## src/rtl/midi_rx.sv

```systemverilog
// -----------------------------------------------------------------------------
// midi_rx
//
// MIDI-in receiver. Deserialises the 31.25 kbaud 8N1 stream from the
// opto-isolated input pin and assembles complete channel-voice messages into
// a single 24-bit word for the synth control block.
//
// Handles:
//   - running status (repeated data pairs without resending status)
//   - real-time bytes (0xF8-0xFF) interleaved anywhere, ignored transparently
//   - system common / SysEx (0xF0-0xF7), which cancels running status
//   - Note On with velocity 0, re-emitted as the matching Note Off
//
// Parameters:
//   BAUD_DIV    clk_in cycles per MIDI bit (98.3 MHz / 31250 ~= 3146), >= 8
//
// Ports:
//   clk_in       system clock
//   rst_in       synchronous, active-high reset
//   midi_rx_in   raw serial line, asynchronous to clk_in, idle high
//   midi_event   last complete message: [23:16] status, [15:8] data1,
//                [7:0] data2; held until the next message completes
//   event_valid  one-cycle pulse in the cycle midi_event is updated
//   frame_err    one-cycle pulse when a byte ends with a low stop bit
// -----------------------------------------------------------------------------
module midi_rx #(
  parameter  int BAUD_DIV   = 3146,
  localparam int MIDI_BYTES = 24
) (
  input  logic                  clk_in,
  input  logic                  rst_in,
  input  logic                  midi_rx_in,
  output logic [MIDI_BYTES-1:0] midi_event,
  output logic                  event_valid,
  output logic                  frame_err
);

  // ---------------------------------------------------------------------------
  // Local constants
  // ---------------------------------------------------------------------------
  localparam int CNT_W = $clog2(BAUD_DIV);

  // Half a bit from the detected start edge lands in the middle of the start
  // bit; every full bit after that lands in the middle of the next bit.
  localparam logic [CNT_W-1:0] HALF_LOAD = CNT_W'(BAUD_DIV / 2 - 1);
  localparam logic [CNT_W-1:0] FULL_LOAD = CNT_W'(BAUD_DIV - 1);
  localparam logic [CNT_W-1:0] CNT_ONE   = CNT_W'(1);

  typedef enum logic [1:0] {
    S_IDLE,
    S_START,
    S_DATA,
    S_STOP
  } rx_state_t;

  // ---------------------------------------------------------------------------
  // Input synchroniser and falling-edge detector
  // ---------------------------------------------------------------------------
  logic rx_meta;
  logic rx_sync;
  logic rx_prev;
  logic start_edge;

  // Everything resets to the idle-line level so that releasing reset while the
  // line is high never looks like a start bit.
  always_ff @(posedge clk_in) begin
    if (rst_in) begin
      // NOTE: state registers use non-blocking assignments so every flop in
      // the chain samples its pre-edge value and the chain really is 3 deep.
      rx_meta <= 1'b1;
      rx_sync <= 1'b1;
      rx_prev <= 1'b1;
    end else begin
      rx_meta <= midi_rx_in;
      rx_sync <= rx_meta;
      rx_prev <= rx_sync;
    end
  end

  assign start_edge = rx_prev & ~rx_sync;

  // ---------------------------------------------------------------------------
  // Bit receiver FSM
  // ---------------------------------------------------------------------------
  rx_state_t        state_q,      state_d;
  logic [CNT_W-1:0] cnt_q,        cnt_d;
  logic [2:0]       bit_cnt_q,    bit_cnt_d;
  logic [7:0]       shift_q,      shift_d;
  logic             byte_valid_q, byte_valid_d;
  logic             frame_err_q,  frame_err_d;
  logic             cnt_zero;

  always_ff @(posedge clk_in) begin
    if (rst_in) begin
      state_q      <= S_IDLE;
      cnt_q        <= '0;
      bit_cnt_q    <= '0;
      shift_q      <= '0;
      byte_valid_q <= 1'b0;
      frame_err_q  <= 1'b0;
    end else begin
      state_q      <= state_d;
      cnt_q        <= cnt_d;
      bit_cnt_q    <= bit_cnt_d;
      shift_q      <= shift_d;
      byte_valid_q <= byte_valid_d;
      frame_err_q  <= frame_err_d;
    end
  end

  assign cnt_zero = (cnt_q == '0);

  always_comb begin
    // NOTE: every output of this block gets a default first; a path that
    // leaves one unassigned would otherwise infer a latch.
    state_d      = state_q;
    cnt_d        = cnt_q;
    bit_cnt_d    = bit_cnt_q;
    shift_d      = shift_q;
    byte_valid_d = 1'b0;
    frame_err_d  = 1'b0;

    unique case (state_q)
      S_IDLE: begin
        if (start_edge) begin
          state_d   = S_START;
          cnt_d     = HALF_LOAD;
          bit_cnt_d = '0;
        end
      end

      S_START: begin
        if (cnt_zero) begin
          // A start bit that has already gone high by mid-bit was a glitch.
          if (!rx_sync) begin
            state_d = S_DATA;
            cnt_d   = FULL_LOAD;
          end else begin
            state_d = S_IDLE;
          end
        end else begin
          cnt_d = cnt_q - CNT_ONE;
        end
      end

      S_DATA: begin
        if (cnt_zero) begin
          // LSB arrives first, so shift in from the top.
          shift_d   = {rx_sync, shift_q[7:1]};
          cnt_d     = FULL_LOAD;
          bit_cnt_d = bit_cnt_q + 3'd1;
          if (bit_cnt_q == 3'd7) begin
            state_d = S_STOP;
          end
        end else begin
          cnt_d = cnt_q - CNT_ONE;
        end
      end

      S_STOP: begin
        if (cnt_zero) begin
          // Returning to IDLE at mid-stop-bit leaves half a bit of margin for
          // a back-to-back start edge.
          state_d = S_IDLE;
          if (rx_sync) begin
            byte_valid_d = 1'b1;
          end else begin
            frame_err_d = 1'b1;
          end
        end else begin
          cnt_d = cnt_q - CNT_ONE;
        end
      end

      default: begin
        state_d = S_IDLE;
      end
    endcase
  end

  assign frame_err = frame_err_q;

  // ---------------------------------------------------------------------------
  // Message parser
  // ---------------------------------------------------------------------------
  logic [7:0] run_status_q;
  logic       run_valid_q;
  logic       data_idx_q;
  logic [7:0] data1_q;
  logic       one_data_byte;

  // Program Change (0xCn) and Channel Pressure (0xDn) carry one data byte.
  assign one_data_byte = (run_status_q[7:5] == 3'b110);

  // Builds the output word; a Note On with velocity 0 is reported as the
  // equivalent Note Off on the same channel.
  function automatic logic [MIDI_BYTES-1:0] make_event(input logic [7:0] status,
                                                       input logic [7:0] d1,
                                                       input logic [7:0] d2);
    logic [7:0] st;
    st = status;
    if ((status[7:4] == 4'h9) && (d2 == 8'h00)) begin
      st = {4'h8, status[3:0]};
    end
    return {st, d1, d2};
  endfunction

  always_ff @(posedge clk_in) begin
    if (rst_in) begin
      run_status_q <= '0;
      run_valid_q  <= 1'b0;
      data_idx_q   <= 1'b0;
      data1_q      <= '0;
      midi_event   <= '0;
      event_valid  <= 1'b0;
    end else begin
      event_valid <= 1'b0;

      if (byte_valid_q) begin
        if (shift_q[7]) begin
          if (shift_q[7:4] == 4'hF) begin
            // 0xF8-0xFF real-time: no effect at all, so a clock tick can sit
            // between data bytes of a message. 0xF0-0xF7 cancels running
            // status so SysEx payload bytes are dropped.
            if (!shift_q[3]) begin
              run_valid_q <= 1'b0;
              data_idx_q  <= 1'b0;
            end
          end else begin
            run_status_q <= shift_q;
            run_valid_q  <= 1'b1;
            data_idx_q   <= 1'b0;
          end
        end else if (run_valid_q) begin
          if (!data_idx_q) begin
            data1_q <= shift_q;
            if (one_data_byte) begin
              midi_event  <= make_event(run_status_q, shift_q, 8'h00);
              event_valid <= 1'b1;
            end else begin
              data_idx_q <= 1'b1;
            end
          end else begin
            // Index wraps to 0 so the next data pair reuses running status.
            midi_event  <= make_event(run_status_q, data1_q, shift_q);
            event_valid <= 1'b1;
            data_idx_q  <= 1'b0;
          end
        end
      end
    end
  end

endmodule

```

## config.mk

```make
export PLATFORM = sky130hd
export DESIGN_NAME = midi_rx
export DESIGN_NICKNAME = d
export VERILOG_FILES = /design/src/rtl/midi_rx.sv
export SDC_FILE = /design/constraint.sdc
export NUM_CORES = 1
export LEC_CHECK = 0
export BUFFER_PORTS_ARGS = -buffer_cell sky130_fd_sc_hd__buf_2
export CORE_MARGIN = 3
export CORE_UTILIZATION = 45
export DETAILED_ROUTE_END_ITERATION = 10
export PLACE_DENSITY_LB_ADDON = 0.12
export RECOVER_POWER = 50
export SYNTH_ARGS = -nofsm -noshare
export SYNTH_HDL_FRONTEND = slang
export SYNTH_SLANG_ARGS = --single-unit
```

## constraint.sdc

```tcl
create_clock -name clk_in -period 2.2 [get_ports clk_in]
set_input_delay 0 -clock clk_in [delete_from_list [all_inputs] [get_ports clk_in]]
set_output_delay 0 -clock clk_in [all_outputs]
set_load 0.005 [all_outputs]
```

# Word-level counts from Yosys, hierarchy flattened

Index checks and enable logic that the tools add are counted.

Reduce and logical (&&, ||, !) cells: 18
Add/sub/neg operators: 2
Magnitude comparators: 0
Multipliers: 0
Shifts and indexed selects: 0
Bitwise operators: 9
Eq/ne operators: 16
Divide/modulo/power cells: 0
Muxes and demuxes: 31

Operator list:

| kind                                                                 | count |
|---|---|
| 12-bit two-way mux                                                   | 5 |
| 24-bit two-way mux                                                   | 2 |
| 12-bit one-hot mux with 4 select lines                               | 1 |
| 8-bit two-way mux                                                    | 2 |
| 3-bit AND reduction                                                  | 5 |
| 2-bit inequality test, second input constant                         | 7 |
| 12-bit zero test                                                     | 1 |
| 2-bit two-way mux                                                    | 6 |
| 12-bit by 1-bit subtractor with 12-bit output, second input constant | 1 |
| 1-bit two-way mux                                                    | 11 |
| 4-bit equality test, second input constant                           | 2 |
| 8-bit zero test                                                      | 1 |
| 1-bit inverter                                                       | 8 |
| 2-bit one-hot mux with 4 select lines                                | 1 |
| 4-bit AND reduction                                                  | 2 |
| 3-bit equality test, second input constant                           | 2 |
| 3-bit two-way mux                                                    | 2 |
| 3-bit inequality test, second input constant                         | 2 |
| 3-bit one-hot mux with 2 select lines                                | 1 |
| 2-bit nonzero test                                                   | 3 |
| 5-bit AND reduction                                                  | 1 |
| 2-bit equality test, second input constant                           | 2 |
| 4-bit OR reduction                                                   | 1 |
| 3-bit by 1-bit adder with 3-bit output, second input constant        | 1 |
| 6 further kinds                                                      | 6 |

Output and inout bits: 26
Bits in registers: 72
RAM bits: 0
Bits in latches: 0
Bits of input ports: 3
Bits in read-only memories: 0
Memories: 0
Word-level logic and storage cells: 91

# Longest topological paths before layout

Gate-level depths: netlist of the first run.

Word-level depth: 5
Mapped depth: 8
Gate-level depth less buffers: 7

# Worst setup path after synthesis of the first run

OpenSTA, ideal clock, no wires.

Kind: flip-flop to flip-flop
Start point: register state_q[0]
End point: register cnt_q[8]
Data required time: 2.109 ns
Clock period less this slack: 1.745 ns
Buffers on the path: 0
Path slack: 0.455 ns
Stages on the path, launching flop included: 8
Arrival time: 1.654 ns
Library setup time: 0.091 ns
Cells stage by stage: dfxtp_1 -> inv_1 -> ha_1 -> inv_1 -> a21oi_1 -> and3_1 -> a31oi_1 -> a311oi_1

Longest elaborated chain between the ends: 3
Elaborated cells on any way between the ends: 9
Those cells by class: eq/ne: 6; mux: 1; reduce/logical: 2

RTL lines:

| what                                                                            | line | source |
|---|---|---|
| from (decl)                                                                     | 85   | `rx_state_t state_q, state_d;` |
| from (signal assigned)                                                          | 102  | `state_q <= state_d;` |
| 2-bit by 1-bit equality test with 1-bit output, or another cell as far along    | 123  | `unique case (state_q)` |
| 3-bit inequality test (no source line) or 2-bit inequality test (tied branches) | n/a  |  |
| 3-bit AND reduction (no source line)                                            | n/a  |  |
| to (signal assigned)                                                            | 103  | `cnt_q <= cnt_d;` |
| to (decl)                                                                       | 86   | `logic [CNT_W-1:0] cnt_q, cnt_d;` |

Several ways; a longest one is shown, not always the timed one.
A chain may end at the register's enable or synchronous reset.

# Worst setup path in the final report of the first run

Start point: register cnt_q[0]
End point: register cnt_q[11]

Longest elaborated chain between the ends: 3
Elaborated cells on any way between the ends: 9
Those cells by class: add/sub: 1; eq/ne: 2; mux: 4; reduce/logical: 2

RTL lines:

| what                                                                              | line | source |
|---|---|---|
| 12-bit by 1-bit subtractor with 12-bit output or 12-bit zero test (tied branches) | n/a  |  |
| 12-bit two-way mux, or another cell as far along                                  | 161  | `if (cnt_zero) begin` |
| 12-bit one-hot mux with 4 select lines or 3-bit AND reduction (tied branches)     | n/a  |  |

Several ways; a longest one is shown, not always the timed one. The select of a mux whose other input is x is not followed.

==> metrics.txt, run 1 <==
Post-synth top flop dfxtp_1; vias in the first global route 2,274; area taken by multi-input logic gates between 1500 and 2000 um^2; Slew @ Worst Pin 0.810 ns; Setup-failing EPs final 0; MaxCap Viol Count 0; P&R area growth vs syn 12.8%; initial antenna violation count 0; RSZ-0062 raised after global routing false; syn_area_per_cell a little under 9 um^2; CP required about 2.5 ns; Rel. slew slack between 40% and 50%; Congestion Overflow GR 0; Largest stage delay, worst path roughly 0.34 ns; register area 1400 um^2; Crit path depth 8; M2 GR Usage about 28%; flops & latches, synth 70; Non-Filler Instances 462; Die Area slightly below 8000 um^2; pin count of the biggest net entering global routing 48; GPL Wtd Cong a little under 0.8; clk_skew 0.0110 ns; CP max stage cell dfxtp_1; Worst EP arrival around 2.2 ns; worst-path maximum fanout 9; placed insts ~450; Peak VDD IR ~440 uV; CTS Buf Count 9; busiest grt layer met2; IO Count 29; Min-Delay Path Class input port to register; critical path type register to register; Clock Pin Slew Worst Setup and Hold Paths ~0.070 ns; Setup TNS 0 ns; total wire length between 6000 and 7000 um; CTS resizes 0; register area share after synthesis between 40 and 50%; status completed; Pwr Total 3130 uW; Clock Sinks 70; fmax just over 0.5 GHz; count of cell types in the netlist 47; commonest non-fill, non-tap cell in the layout dfxtp_1; global-route usage over all layers ~17%; Rows 29; Starting Density 47.7%; GR Layer Usage met3 3.50%; drt drc 0; Max Slew Vio Count 0; Gate Count Post-Synth roughly 360; CP endpoint kind register; Lkg Pwr roughly 0.0013 uW; met1 GRT Util 23.0%; Async SR Flop Fraction 0%; most frequent cells in the layout 70 x dfxtp_1, 43 x nand2_1, 38 x a21oi_1, 37 x nor2_1, 23 x mux2i_1; DR vias/cell 5.45; EDFF count, synth 0; Placement Cell Area ~3300 um^2; first-pass GRT wire length 10,900 um; fin area approximately 3500 um^2; Die X roughly 89 um; Final Cycle Share between 80% and 90%; CP bufs+invs 2; routed via count about 2,500; CTS tree built; starting DRC count in detailed routing about 130; core area 6490 um^2; root buf cell clkbuf_8; Post-CTS Setup Bufs 0; TritonRoute pass-1 iters 4; Fill cells approximately 650; CTS max path bufs 2; final net count between 300 and 400; Worst-Skew Late Latency roughly 0.34 ns; Yosys warning count 0; Cell Pwr Density 894 nW/um^2; worst path cell trace inv_1 -> ha_1 -> nor4b_4 -> nand3_2 -> o21ai_2 -> buf_4 -> a21oi_1 -> nor3_1; Syn Std Cell Area slightly above 3000 um^2; HPWL Detailed around 4400 um; layout cells sized above 1 about an eighth; H-Tree Depth 3; startpoint class of the critical path register; kind of cell adding the most delay to the critical path simple AND/OR/NAND/NOR gates; Worst Reg-to-Reg Cells 8; Die H 89.0 um; worst hold stages 2; hold_ws around 0.053 ns; Routed Antenna Nets 0; Tmin final 1.96 ns; WL/cell 14.1 um; Fin. Hold Viols 0; Antenna Cells 0; port bufs 26
[final timing paths]
| check | startpoint | end | slack [ns] |
|---|---|---|---|
| worst max register to register | cnt_q[0] | cnt_q[11] | 0.24 |
| worst max-delay path | cnt_q[0] | cnt_q[11] | 0.24 |
| worst min register to register | rx_meta | rx_sync | 0.41 |
| worst min-delay path | rst_in | bit_cnt_q[0] | 0.05 |
[flip-flops by register name, summed over array words and instances (netlist names), 3 cells and up, named ones only]
| register | cells |
|---|---|
| data1_q | 7 |
| shift_q | 8 |
| midi_event | 22 |
| run_status_q | 8 |
| bit_cnt_q | 3 |
| cnt_q | 12 |
[layout make-up]
cell class              instances  area share (%)
repair buffers                 37            5.58
flip-flops and latches         70            40.1
clock buffers                  11            4.04
clock inverters                 5            2.36
well taps                      77            2.76
multi-input cells             249            43.8
inverters                      13            1.40
[worst register-to-register path, delay by kind of cell, from the launching register on]
family | cells | cell delay (ns)
flops | 1 | 0.34
compound gates | 2 | 0.35
simple gates | 3 | 0.71
buf+inv | 2 | 0.32
fa+ha+maj | 1 | 0.16
[cells in the mapped netlist, types with 2 or more instances]
| cell | n | area (um^2) |
|---|---|---|
| o21ai_0 | 10 | 50.1 |
| a21oi_1 | 38 | 190 |
| o221a_2 | 3 | 33.8 |
| nand3_1 | 20 | 100 |
| nor2b_1 | 2 | 12.5 |
| nor2_1 | 36 | 135 |
| a41oi_1 | 4 | 35.0 |
| clkbuf_1 | 14 | 52.6 |
| buf_1 | 3 | 11.3 |
| nor4_1 | 4 | 25.0 |
| a311oi_1 | 2 | 17.5 |
| or2_2 | 3 | 18.8 |
| buf_4 | 4 | 30.0 |
| ha_1 | 9 | 113 |
| nor3_1 | 7 | 35.0 |
| a21o_1 | 2 | 15.0 |
| nand2_1 | 43 | 161 |
| inv_1 | 13 | 48.8 |
| mux2i_1 | 23 | 230 |
| nand2b_1 | 5 | 31.3 |
| dfxtp_1 | 70 | 1400 |
| buf_2 | 3 | 15.0 |
| a211oi_1 | 8 | 60.1 |
| a21boi_0 | 2 | 15.0 |
| o32ai_1 | 3 | 26.3 |
| a31oi_1 | 4 | 25.0 |
[stage by stage]
step | util, % | setup slack (ns)
after floorplan | - | 0.455
after global placement | 50.6 | 0.346
after detailed placement | 50.6 | 0.273
after CTS | 54.2 | 0.260
after global routing | 53.8 | 0.0432
final | 53.8 | 0.245
[what timing repair did]
action,4_1_cts,5_1_grt
setup endpoints to repair,0,0
endpoints found under the hold margin,1,0
hold buffers,1,0
[layer usage]
layer	routed length, um	up-vias
li1	-	1293
met1	3190	1158
met2	2970	57
met3	277	9
met4	93	0
met5	0	-
[cells by family (layout without fill, tap and decap cells)]
kind of cell,Yosys count,after routing,synth area share [%]
flops,70,70,45.2
compound gates,84,84,17.5
xor+xnor,1,1,0.283
mux,23,23,7.43
buf+inv,38,66,5.45
simple gates,130,130,20.3
other cells,1,2,0.121
fa+ha+maj,9,9,3.63
[power by group]
| group | internal [uW] | switching [uW] |
|---|---|---|
| clock | 672 | 485 |
| combinational | 231 | 369 |
| sequential | 1310 | 59.6 |
| total | 2210 | 914 |
Power figures use the tool's default switching activity.
==> run 2, diff against run 1 <==
--- a/config.mk
+++ b/config.mk
@@ -7,7 +7,7 @@
 export LEC_CHECK = 0
 export BUFFER_PORTS_ARGS = -buffer_cell sky130_fd_sc_hd__buf_2
 export CORE_MARGIN = 3
-export CORE_UTILIZATION = 45
+export CORE_UTILIZATION = 58
 export DETAILED_ROUTE_END_ITERATION = 10
 export PLACE_DENSITY_LB_ADDON = 0.12
 export RECOVER_POWER = 50
==> constraint.sdc (replaced) <==
create_clock -name clk_in -period 2.2 [get_ports clk_in]
set_input_delay 0 -clock clk_in [delete_from_list [all_inputs] [get_ports clk_in]]
set_output_delay 0 -clock clk_in [all_outputs]
set_load 0.05 [all_outputs]
==> metrics.txt, run 2 (synthesis results as in run 1) <==
status completed; pin count of the biggest net entering global routing 48 (unchanged); DR vias/cell 5.74 (+5.4%); drt drc 0 (unchanged); CP endpoint kind register; Rows 25 (-14%); Min-Delay Path Class input port to register; Cell Pwr Density 858 nW/um^2 (-4.0%); GR Layer Usage met3 7.48% (+4.0 points); root buf cell clkbuf_8; RSZ-0062 raised after global routing false; Rel. slew slack 42.4% (-3.1 points); M2 GR Usage 38.8% (+11 points); Peak VDD IR 664 uV (+50%); Pwr Total 2930 uW (-6.1%); Antenna Cells 0 (unchanged); H-Tree Depth 3 (unchanged); final net count 389 (-0.77%); GPL Wtd Cong 0.878 (+11%); Largest regs midi_event x22, cnt_q x12; IO Count 29 (unchanged); Routed Antenna Nets 0 (unchanged); Max Slew Vio Count 0 (unchanged); WL/cell 14.5 um (+2.3%); P&R area growth vs syn 10.3%; port bufs 26 (unchanged); Setup-failing EPs final 0 (unchanged); CTS tree built; CTS Buf Count 9 (unchanged); Final Cycle Share 93.9% (+5.0 points); Die X 79.1 um (-11%); Slew @ Worst Pin 0.864 ns (+0.0547 ns); commonest non-fill, non-tap cell in the layout dfxtp_1; CTS max path bufs 2 (unchanged); core area 4940 um^2 (-24%); TritonRoute pass-1 iters 4 (unchanged); Most flops, register midi_event; placed insts 432 (-2.9%); Fin. Hold Viols 0 (unchanged); Non-Filler Instances 449 (-2.8%); Clock Sinks 70 (unchanged); MaxCap Viol Count 0 (unchanged); Die Area 6260 um^2 (-21%); Lkg Pwr 0.00126 uW (-5.3%); Worst EP arrival 2.28 ns (+0.07 ns); busiest grt layer met2; starting DRC count in detailed routing 128 (-3.0%); routed via count 2,579 (+2.5%); Congestion Overflow GR 0 (unchanged); Worst-Skew Late Latency 0.35 ns (about the same); first-pass GRT wire length 11,300 um (+3.7%); Clock Pin Slew Worst Setup and Hold Paths 0.08 ns (about the same); clk_skew 0.0122 ns (+0.00119 ns); Starting Density 62.7% (+15 points); initial antenna violation count 0 (unchanged); number of flip-flops in the largest register 22 (unchanged); HPWL Detailed 4340 um (-1.5%); CP required 2.42 ns (-0.04 ns); global-route usage over all layers 23.0% (+5.5 points); vias in the first global route 2,462 (+8.3%); met1 GRT Util 26.9% (+3.9 points); critical path type register to register; Tmin final 2.07 ns (+0.111 ns); layout cells sized above 1 9.42% (-2.8 points); Setup TNS 0 ns (unchanged); Die H 79.1 um (-11%); startpoint class of the critical path register; total wire length 6500 um (-0.54%); fmax 0.484 GHz (-5.4%); most frequent cells in the layout 70 x dfxtp_1, 43 x nand2_1, 38 x a21oi_1, 37 x nor2_1, 25 x clkbuf_1; worst-path maximum fanout 9 (unchanged)
==> run 2: per-layer routing <==
layer,vias to the layer above,wire [um]
li1,1292,-
met1,1208,2890
met2,71,3180
met3,8,332
met4,0,97
met5,-,0
==> run 2: stage by stage <==
step	cell area (um^2)	setup slack, ns	utilization (%)	hold WS, ns
detailed placement	3250	0.0567	65.7	0.187
global route	3420	0.000684	69.2	0.0271
global placement	3250	0.244	65.7	0.187
floorplan	3100	0.455	-	0.104
finish	3420	0.134	69.2	0.0334
CTS	3440	0.0405	69.7	0.0206
==> run 2: area by class of cell <==
type | count | area [um^2]
clock buffer | 12 | 155
clock inverter | 4 | 30.0
fill | 431 | 1520
inverter | 13 | 48.8
multi-input combinational | 249 | 1540
sequential | 70 | 1400
tap | 67 | 83.8
timing repair buffer | 34 | 163
==> run 2: final timing paths <==
path / start / end / slack (ns) / cells past startpoint
max: cnt_q[0] / cnt_q[9] / 0.13 / 7
min reg2reg: rx_meta / rx_sync / 0.41 / 1
min: rst_in / data1_q[2] / 0.03 / 2
max reg2reg: cnt_q[0] / cnt_q[9] / 0.13 / 7
==> run 2: power breakdown <==
part	switching [uW]	leakage (uW)	internal (uW)
Combinational	386	0.000599	227
Sequential	59.7	0.000566	1310
Clock	477	0.0000930	475
Total	923	0.00126	2010
==> run 2: critical path, stage by stage (launching register included) <==
cell,delay (ns)
dfxtp_1,0.34
inv_1,0.10
ha_1,0.17
nor4b_4,0.35
nand3_2,0.28
a21o_1,0.33
a41oi_1,0.26
o32ai_1,0.10
==> run 2: repair_timing <==
action | 4_1_cts | 5_1_grt
hold buffers | 1 | 0
resized for setup | 0 | 1
setup buffers | 0 | 0
hold endpoints to repair | 1 | 0
setup endpoints to repair | 0 | 6
